**src/rtl/async_fifo_wr_ctrl.sv**
```systemverilog
// Write-domain pointer/flag controller for the async FIFO: RAM write strobe, Gray write pointer, full/almost_full, fill level.
// Optional sticky overflow flag enabled by defining ASYNC_FIFO_WR_OVF_EN.
module async_fifo_wr_ctrl #(
  parameter int unsigned ADDR_W       = 4,
  parameter int unsigned AFULL_THRESH = 2
) (
  input  logic              clk,
  input  logic              reset_n,
  input  logic              wr_en,
  input  logic [ADDR_W:0]   rd_ptr_gray_sync,
  output logic              mem_we,
  output logic [ADDR_W-1:0] wr_addr,
  output logic [ADDR_W:0]   wr_ptr_gray,
  output logic              full,
  output logic              almost_full,
  output logic [ADDR_W:0]   wr_count,
  output logic              overflow
);

  localparam int unsigned PTR_W = ADDR_W + 1;
  localparam int unsigned DEPTH = 1 << ADDR_W;
  localparam logic [PTR_W-1:0] AFULL_LVL = PTR_W'(DEPTH - AFULL_THRESH);

  logic [PTR_W-1:0] wr_bin_q,   wr_bin_d;
  logic [PTR_W-1:0] wr_gray_q,  wr_gray_d;
  logic [PTR_W-1:0] wr_count_q, wr_count_d;
  logic             full_q,     full_d;
  logic             afull_q,    afull_d;
  logic             accept_c;
  logic [PTR_W-1:0] rd_bin_c;
  logic [PTR_W-1:0] rd_full_cmp_c;

  // Accept logic and next-state pointers; strobe is held low while in reset
  always_comb begin
    accept_c      = wr_en & ~full_q & reset_n;
    wr_bin_d      = wr_bin_q + PTR_W'(accept_c);
    wr_gray_d     = wr_bin_d ^ (wr_bin_d >> 1);
    rd_bin_c      = '0;
    for (int unsigned i = 0; i < PTR_W; i++) begin
      rd_bin_c[i] = ^(rd_ptr_gray_sync >> i);
    end
    // Full when the write pointer leads the read pointer by exactly one lap
    rd_full_cmp_c = {~rd_ptr_gray_sync[ADDR_W:ADDR_W-1], rd_ptr_gray_sync[ADDR_W-2:0]};
    full_d        = (wr_gray_d == rd_full_cmp_c);
    wr_count_d    = wr_bin_d - rd_bin_c;
    afull_d       = (wr_count_d >= AFULL_LVL);
  end

  always_ff @(posedge clk or negedge reset_n) begin
    if (!reset_n) begin
      wr_bin_q   <= '0;
      wr_gray_q  <= '0;
      wr_count_q <= '0;
      full_q     <= 1'b0;
      afull_q    <= 1'b0;
    end else begin
      wr_bin_q   <= wr_bin_d;
      wr_gray_q  <= wr_gray_d;
      wr_count_q <= wr_count_d;
      full_q     <= full_d;
      afull_q    <= afull_d;
    end
  end

  assign mem_we      = accept_c;
  assign wr_addr     = wr_bin_q[ADDR_W-1:0];
  assign wr_ptr_gray = wr_gray_q;
  assign full        = full_q;
  assign almost_full = afull_q;
  assign wr_count    = wr_count_q;

`ifdef ASYNC_FIFO_WR_OVF_EN
  logic overflow_q, overflow_d;

  // Sticky: any refused push sets it until reset
  always_comb begin
    overflow_d = overflow_q | (wr_en & full_q);
  end

  always_ff @(posedge clk or negedge reset_n) begin
    if (!reset_n) begin
      overflow_q <= 1'b0;
    end else begin
      overflow_q <= overflow_d;
    end
  end

  assign overflow = overflow_q;
`else
  assign overflow = 1'b0;
`endif

endmodule

```
**config.mk**
```make
export PLATFORM = sky130hd
export DESIGN_NAME = async_fifo_wr_ctrl
export DESIGN_NICKNAME = d
export VERILOG_FILES = /design/src/rtl/async_fifo_wr_ctrl.sv
export SDC_FILE = /design/constraint.sdc
export NUM_CORES = 1
export LEC_CHECK = 0
export ABC_AREA = 1
export BUFFER_PORTS_ARGS = -buffer_cell sky130_fd_sc_hd__buf_2
export CAP_MARGIN = 20
export CORE_MARGIN = 4
export CORE_UTILIZATION = 30
export CTS_CLUSTER_DIAMETER = 100
export DETAILED_ROUTE_END_ITERATION = 10
export PLACE_DENSITY = 0.52
export SLEW_MARGIN = 20
export SYNTH_ARGS = -nofsm -noshare
export SYNTH_HDL_FRONTEND = slang
export SYNTH_SLANG_ARGS = --single-unit
export TNS_END_PERCENT = 10
```
**constraint.sdc**
```tcl
create_clock -name clk -period 2.2 [get_ports clk]
set_input_delay 0.11 -clock clk [delete_from_list [all_inputs] [get_ports clk]]
set_output_delay 0.11 -clock clk [all_outputs]
set_load 0.05 [all_outputs]
```
==> impl_metrics.prom <==
# TYPE chip_impl_metric gauge
chip_impl_metric{name="fin_skew",unit="ns"} 0.00299
chip_impl_metric{name="period_share",unit=""} 0.924
chip_impl_info{name="post_synth_main_area_contributors",value="sky130_fd_sc_hd__dfrtp_1 41%, sky130_fd_sc_hd__nand2_1 14%, sky130_fd_sc_hd__ha_1 7.7%, sky130_fd_sc_hd__inv_1 6.2%, sky130_fd_sc_hd__nand3_1 4.1%"} 1
chip_impl_metric{name="detail_route.vias_per_cell",unit=""} 4.28
chip_impl_info{name="setup.worst_path.start_class",value="flip-flop"} 1
chip_impl_metric{name="clkTransAtPathRegs",unit="ns"} 0.09
chip_impl_metric{name="hold_path_depth",unit=""} 3
chip_impl_metric{name="cts_sinks",unit=""} 16
chip_impl_metric{name="route.detailed.drc",unit=""} 0
chip_impl_metric{name="port_buffer_count",unit=""} 24
chip_impl_metric{name="drt.antenna.violating_nets",unit=""} 0
chip_impl_metric{name="synth_area_per_cell",unit="sq um"} 8.53
chip_impl_metric{name="netlist.area_leader.share",unit=""} 0.412
chip_impl_metric{name="initial_core_utilization",unit=""} 0.316
chip_impl_metric{name="crit_path_max_fanout",unit=""} 5
chip_impl_metric{name="synth_fp_nets",unit=""} 129
chip_impl_metric{name="clk_latency",unit="ns"} 0.28
chip_impl_metric{name="post_route_cells_drive_above_1_share",unit=""} 0.359
chip_impl_info{name="holdCritPathClass",value="input pin to flip-flop"} 1
chip_impl_metric{name="worstRegToRegCells",unit=""} 12
chip_impl_metric{name="core_area",unit="sq um"} 3080
chip_impl_info{name="cts_tree",value="yes"} 1
chip_impl_metric{name="rows",unit=""} 20
chip_impl_metric{name="nFillCells",unit=""} 329
chip_impl_metric{name="num_vias",unit=""} 809
chip_impl_metric{name="place.gp.congestion",unit=""} 0.838
chip_impl_metric{name="synth_compound_gate_area_share",unit=""} 0.0180
chip_impl_metric{name="number_of_antenna_violations_at_the_first_check_in_global_routing",unit=""} 0
chip_impl_info{name="yosys.area.top_type",value="sky130_fd_sc_hd__dfrtp_1"} 1
chip_impl_metric{name="floorplan.die.width",unit="um"} 64.9
chip_impl_metric{name="synthesis.area",unit="sq um"} 972
chip_impl_metric{name="totalWireLength",unit="mm"} 1.99
chip_impl_metric{name="tritoncts.num_buffers",unit=""} 3
chip_impl_metric{name="cap_violations",unit=""} 0
chip_impl_metric{name="grt_util_all_layers",unit=""} 0.109
chip_impl_metric{name="grt_start_max_net_pins",unit=""} 17
chip_impl_metric{name="hold_violations",unit=""} 0
chip_impl_metric{name="detailed_place_hpwl",unit="mm"} 1.73
chip_impl_metric{name="finalWorstPathRequiredPeriod",unit="ns"} 2.03
chip_impl_metric{name="routed_wire_length_per_instance",unit="um"} 10.5
chip_impl_metric{name="number_of_optimization_iterations_in_the_first_detailed_route_pass",unit=""} 4
chip_impl_metric{name="antenna-diode-count",unit=""} 0
chip_impl_info{name="cts-root-buf",value="sky130_fd_sc_hd__clkbuf_4"} 1
chip_impl_metric{name="finalSetupViolCount",unit=""} 0
chip_impl_metric{name="pin_count",unit=""} 26
chip_impl_metric{name="max_clock_freq",unit="MHz"} 492
chip_impl_info{name="endpoint_kind_of_the_worst_setup_timing_path",value="flip-flop"} 1
chip_impl_metric{name="stdcell_area",unit="sq um"} 1270
chip_impl_metric{name="synth-seq-area-share",unit=""} 0.412
chip_impl_metric{name="timing_max_transition_violations_final",unit=""} 0
chip_impl_metric{name="wire_length_of_the_first_global_routing_pass",unit="mm"} 3.55
chip_impl_metric{name="synth_area_in_xor_xnor",unit=""} 0.0901
chip_impl_metric{name="placed_cell_area",unit="sq um"} 1220
chip_impl_metric{name="gr_ovfl_total",unit=""} 0
chip_impl_metric{name="first_iter_violations",unit=""} 29
chip_impl_metric{name="fp.dieH",unit="um"} 64.9
chip_impl_metric{name="ys_seq_elements",unit=""} 16
chip_impl_metric{name="first_global_vias",unit=""} 827
chip_impl_metric{name="arrival",unit="ns"} 2.26
chip_impl_metric{name="cts_max_level",unit=""} 1
chip_impl_metric{name="post_synth_fa_ha_maj_area_fraction",unit=""} 0.0978
chip_impl_metric{name="synth.lib_cells_used.distinct",unit=""} 23
chip_impl_metric{name="synthToLayoutAreaGrowth",unit="%"} 30.5
chip_impl_metric{name="worstPathRequired",unit="ns"} 2.42
chip_impl_metric{name="synth_cells",unit=""} 114
chip_impl_metric{name="final_net_count",unit=""} 161
chip_impl_info{name="worstSetupPathType",value="flip-flop to flip-flop"} 1
chip_impl_metric{name="design.die.area",unit="sq um"} 4220
chip_impl_info{name="status",value="finished, final reports clean"} 1
chip_impl_metric{name="ys.warnings.count",unit=""} 0
chip_impl_metric{name="simple_gate_share_of_the_synthesized_area",unit=""} 0.297
chip_impl_metric{name="fin_hold_ws",unit="ns"} 0.152
chip_impl_metric{name="mux_share_of_post_synthesis_cell_area",unit=""} 0
chip_impl_metric{name="cts_buffer_depth",unit=""} 2
chip_impl_info{name="combinational_family_with_the_most_area_after_synthesis",value="simple AND/OR/NAND/NOR gates"} 1
-- worst paths after layout --
kind,from,to,slack (ns)
setup / recovery,full$_DFF_PN0_,almost_full$_DFF_PN0_,0.17
hold / removal,rd_ptr_gray_sync[2],full$_DFF_PN0_,0.15
setup reg to reg,full$_DFF_PN0_,almost_full$_DFF_PN0_,0.17
hold reg to reg,wr_bin_q[0]$_DFF_PN0_,wr_bin_q[0]$_DFF_PN0_,0.57
max in group asynchronous,reset_n,full$_DFF_PN0_,1.69
min in group asynchronous,reset_n,wr_count[0]$_DFF_PN0_,0.32
-- stage by stage --
stage                     utilization  setup WS [ns]  TNS [ns]  std cells
after floorplan                     -        -0.0578    -0.101        114
after global placement          0.396          0.175         0        183
after detailed placement        0.396          0.153         0        183
after CTS                       0.407          0.123         0        188
after global routing            0.412        -0.0253   -0.0253        189
final                           0.412          0.168         0        189
-- repair_timing --
action | in CTS | in global routing
gates resized for setup | 0 | 2
setup endpoints to repair | 0 | 1
setup buffers | 0 | 1
hold buffers | 1 | 0
endpoints found under the hold margin | 16 | 0
-- routing by layer --
| layer | share of wire | up-vias | GRT usage |
|---|---|---|---|
| li1 | - | 412 | - |
| met1 | 0.42 | 381 | 0.128 |
| met2 | 0.53 | 12 | 0.189 |
| met4 | 0.027 | 0 | 0.0660 |
| met5 | 0 | - | 0 |
| met3 | 0.021 | 4 | 0.0104 |
-- critical path: stages, from the launching register on --
cell and delay, ns:
sky130_fd_sc_hd__dfrtp_2 0.43, sky130_fd_sc_hd__nor2_4 0.11, sky130_fd_sc_hd__ha_4 0.17, sky130_fd_sc_hd__ha_4 0.15
sky130_fd_sc_hd__inv_1 0.05, sky130_fd_sc_hd__nand2_1 0.06, sky130_fd_sc_hd__nand2_2 0.12, sky130_fd_sc_hd__ha_4 0.32
sky130_fd_sc_hd__nand2_1 0.06, sky130_fd_sc_hd__o21ai_2 0.12, sky130_fd_sc_hd__xor2_1 0.20, sky130_fd_sc_hd__nand3_1 0.11
sky130_fd_sc_hd__nand3_2 0.07
-- cell families (layout without fill, tap and decap cells) --
family	count (synthesis)	after routing
and+or+nand+nor	62	62
buffers and inverters	18	49
DFF	16	16
adders and majority gates	7	7
xor gates and xnor gates	7	7
AOI/OAI and AO/OA	3	3
other	1	1
-- final cells by class --
cell class / count / area [sq um] / area share
multi-input combinational: 80 / 566 / 0.446
clock buffer: 4 / 26.3 / 0.0207
inverter: 16 / 60.1 / 0.0473
sequential: 16 / 402 / 0.317
timing repair buffer: 29 / 160 / 0.126
tap: 44 / 55.1 / 0.0434
-- synth_stat cells --
cell,count
sky130_fd_sc_hd__nand2_1,37
sky130_fd_sc_hd__dfrtp_1,16
sky130_fd_sc_hd__inv_1,16
sky130_fd_sc_hd__nand3_1,8
sky130_fd_sc_hd__ha_1,6
sky130_fd_sc_hd__nand2_2,5
sky130_fd_sc_hd__nor2_1,4
sky130_fd_sc_hd__xor2_1,4
sky130_fd_sc_hd__nand4_1,3
sky130_fd_sc_hd__nand3_2,2
sky130_fd_sc_hd__a211oi_1,1
sky130_fd_sc_hd__a21oi_1,1
sky130_fd_sc_hd__and2_4,1
sky130_fd_sc_hd__buf_4,1
sky130_fd_sc_hd__buf_6,1
sky130_fd_sc_hd__conb_1,1
sky130_fd_sc_hd__fa_1,1
sky130_fd_sc_hd__nand3b_1,1
sky130_fd_sc_hd__o21ai_0,1
sky130_fd_sc_hd__or2_4,1
sky130_fd_sc_hd__xnor2_1,1
sky130_fd_sc_hd__xor2_2,1
sky130_fd_sc_hd__xor2_4,1
-- registers in the layout, summed over array words and instances (netlist names) --
register,cells
almost_full,1
full,1
wr_bin_q,5
wr_count,5
wr_ptr_gray,4
-- placed cells by master (no fill, tap or decap), types with 2 or more instances in the layout --
cell type / instances
sky130_fd_sc_hd__dfrtp_1: 15
sky130_fd_sc_hd__buf_4: 4
sky130_fd_sc_hd__inv_1: 16
sky130_fd_sc_hd__buf_2: 24
sky130_fd_sc_hd__clkbuf_4: 3
sky130_fd_sc_hd__nand2_2: 5
sky130_fd_sc_hd__nand3_1: 8
sky130_fd_sc_hd__ha_1: 2
sky130_fd_sc_hd__xor2_1: 4
sky130_fd_sc_hd__ha_4: 4
sky130_fd_sc_hd__nand2_1: 37
sky130_fd_sc_hd__nand4_1: 3
sky130_fd_sc_hd__nand3_2: 2
sky130_fd_sc_hd__nor2_1: 3
Power is left out: the tool's default activity adds up to more than one toggle a clock period on the data nets, which glitch-free logic cannot reach.
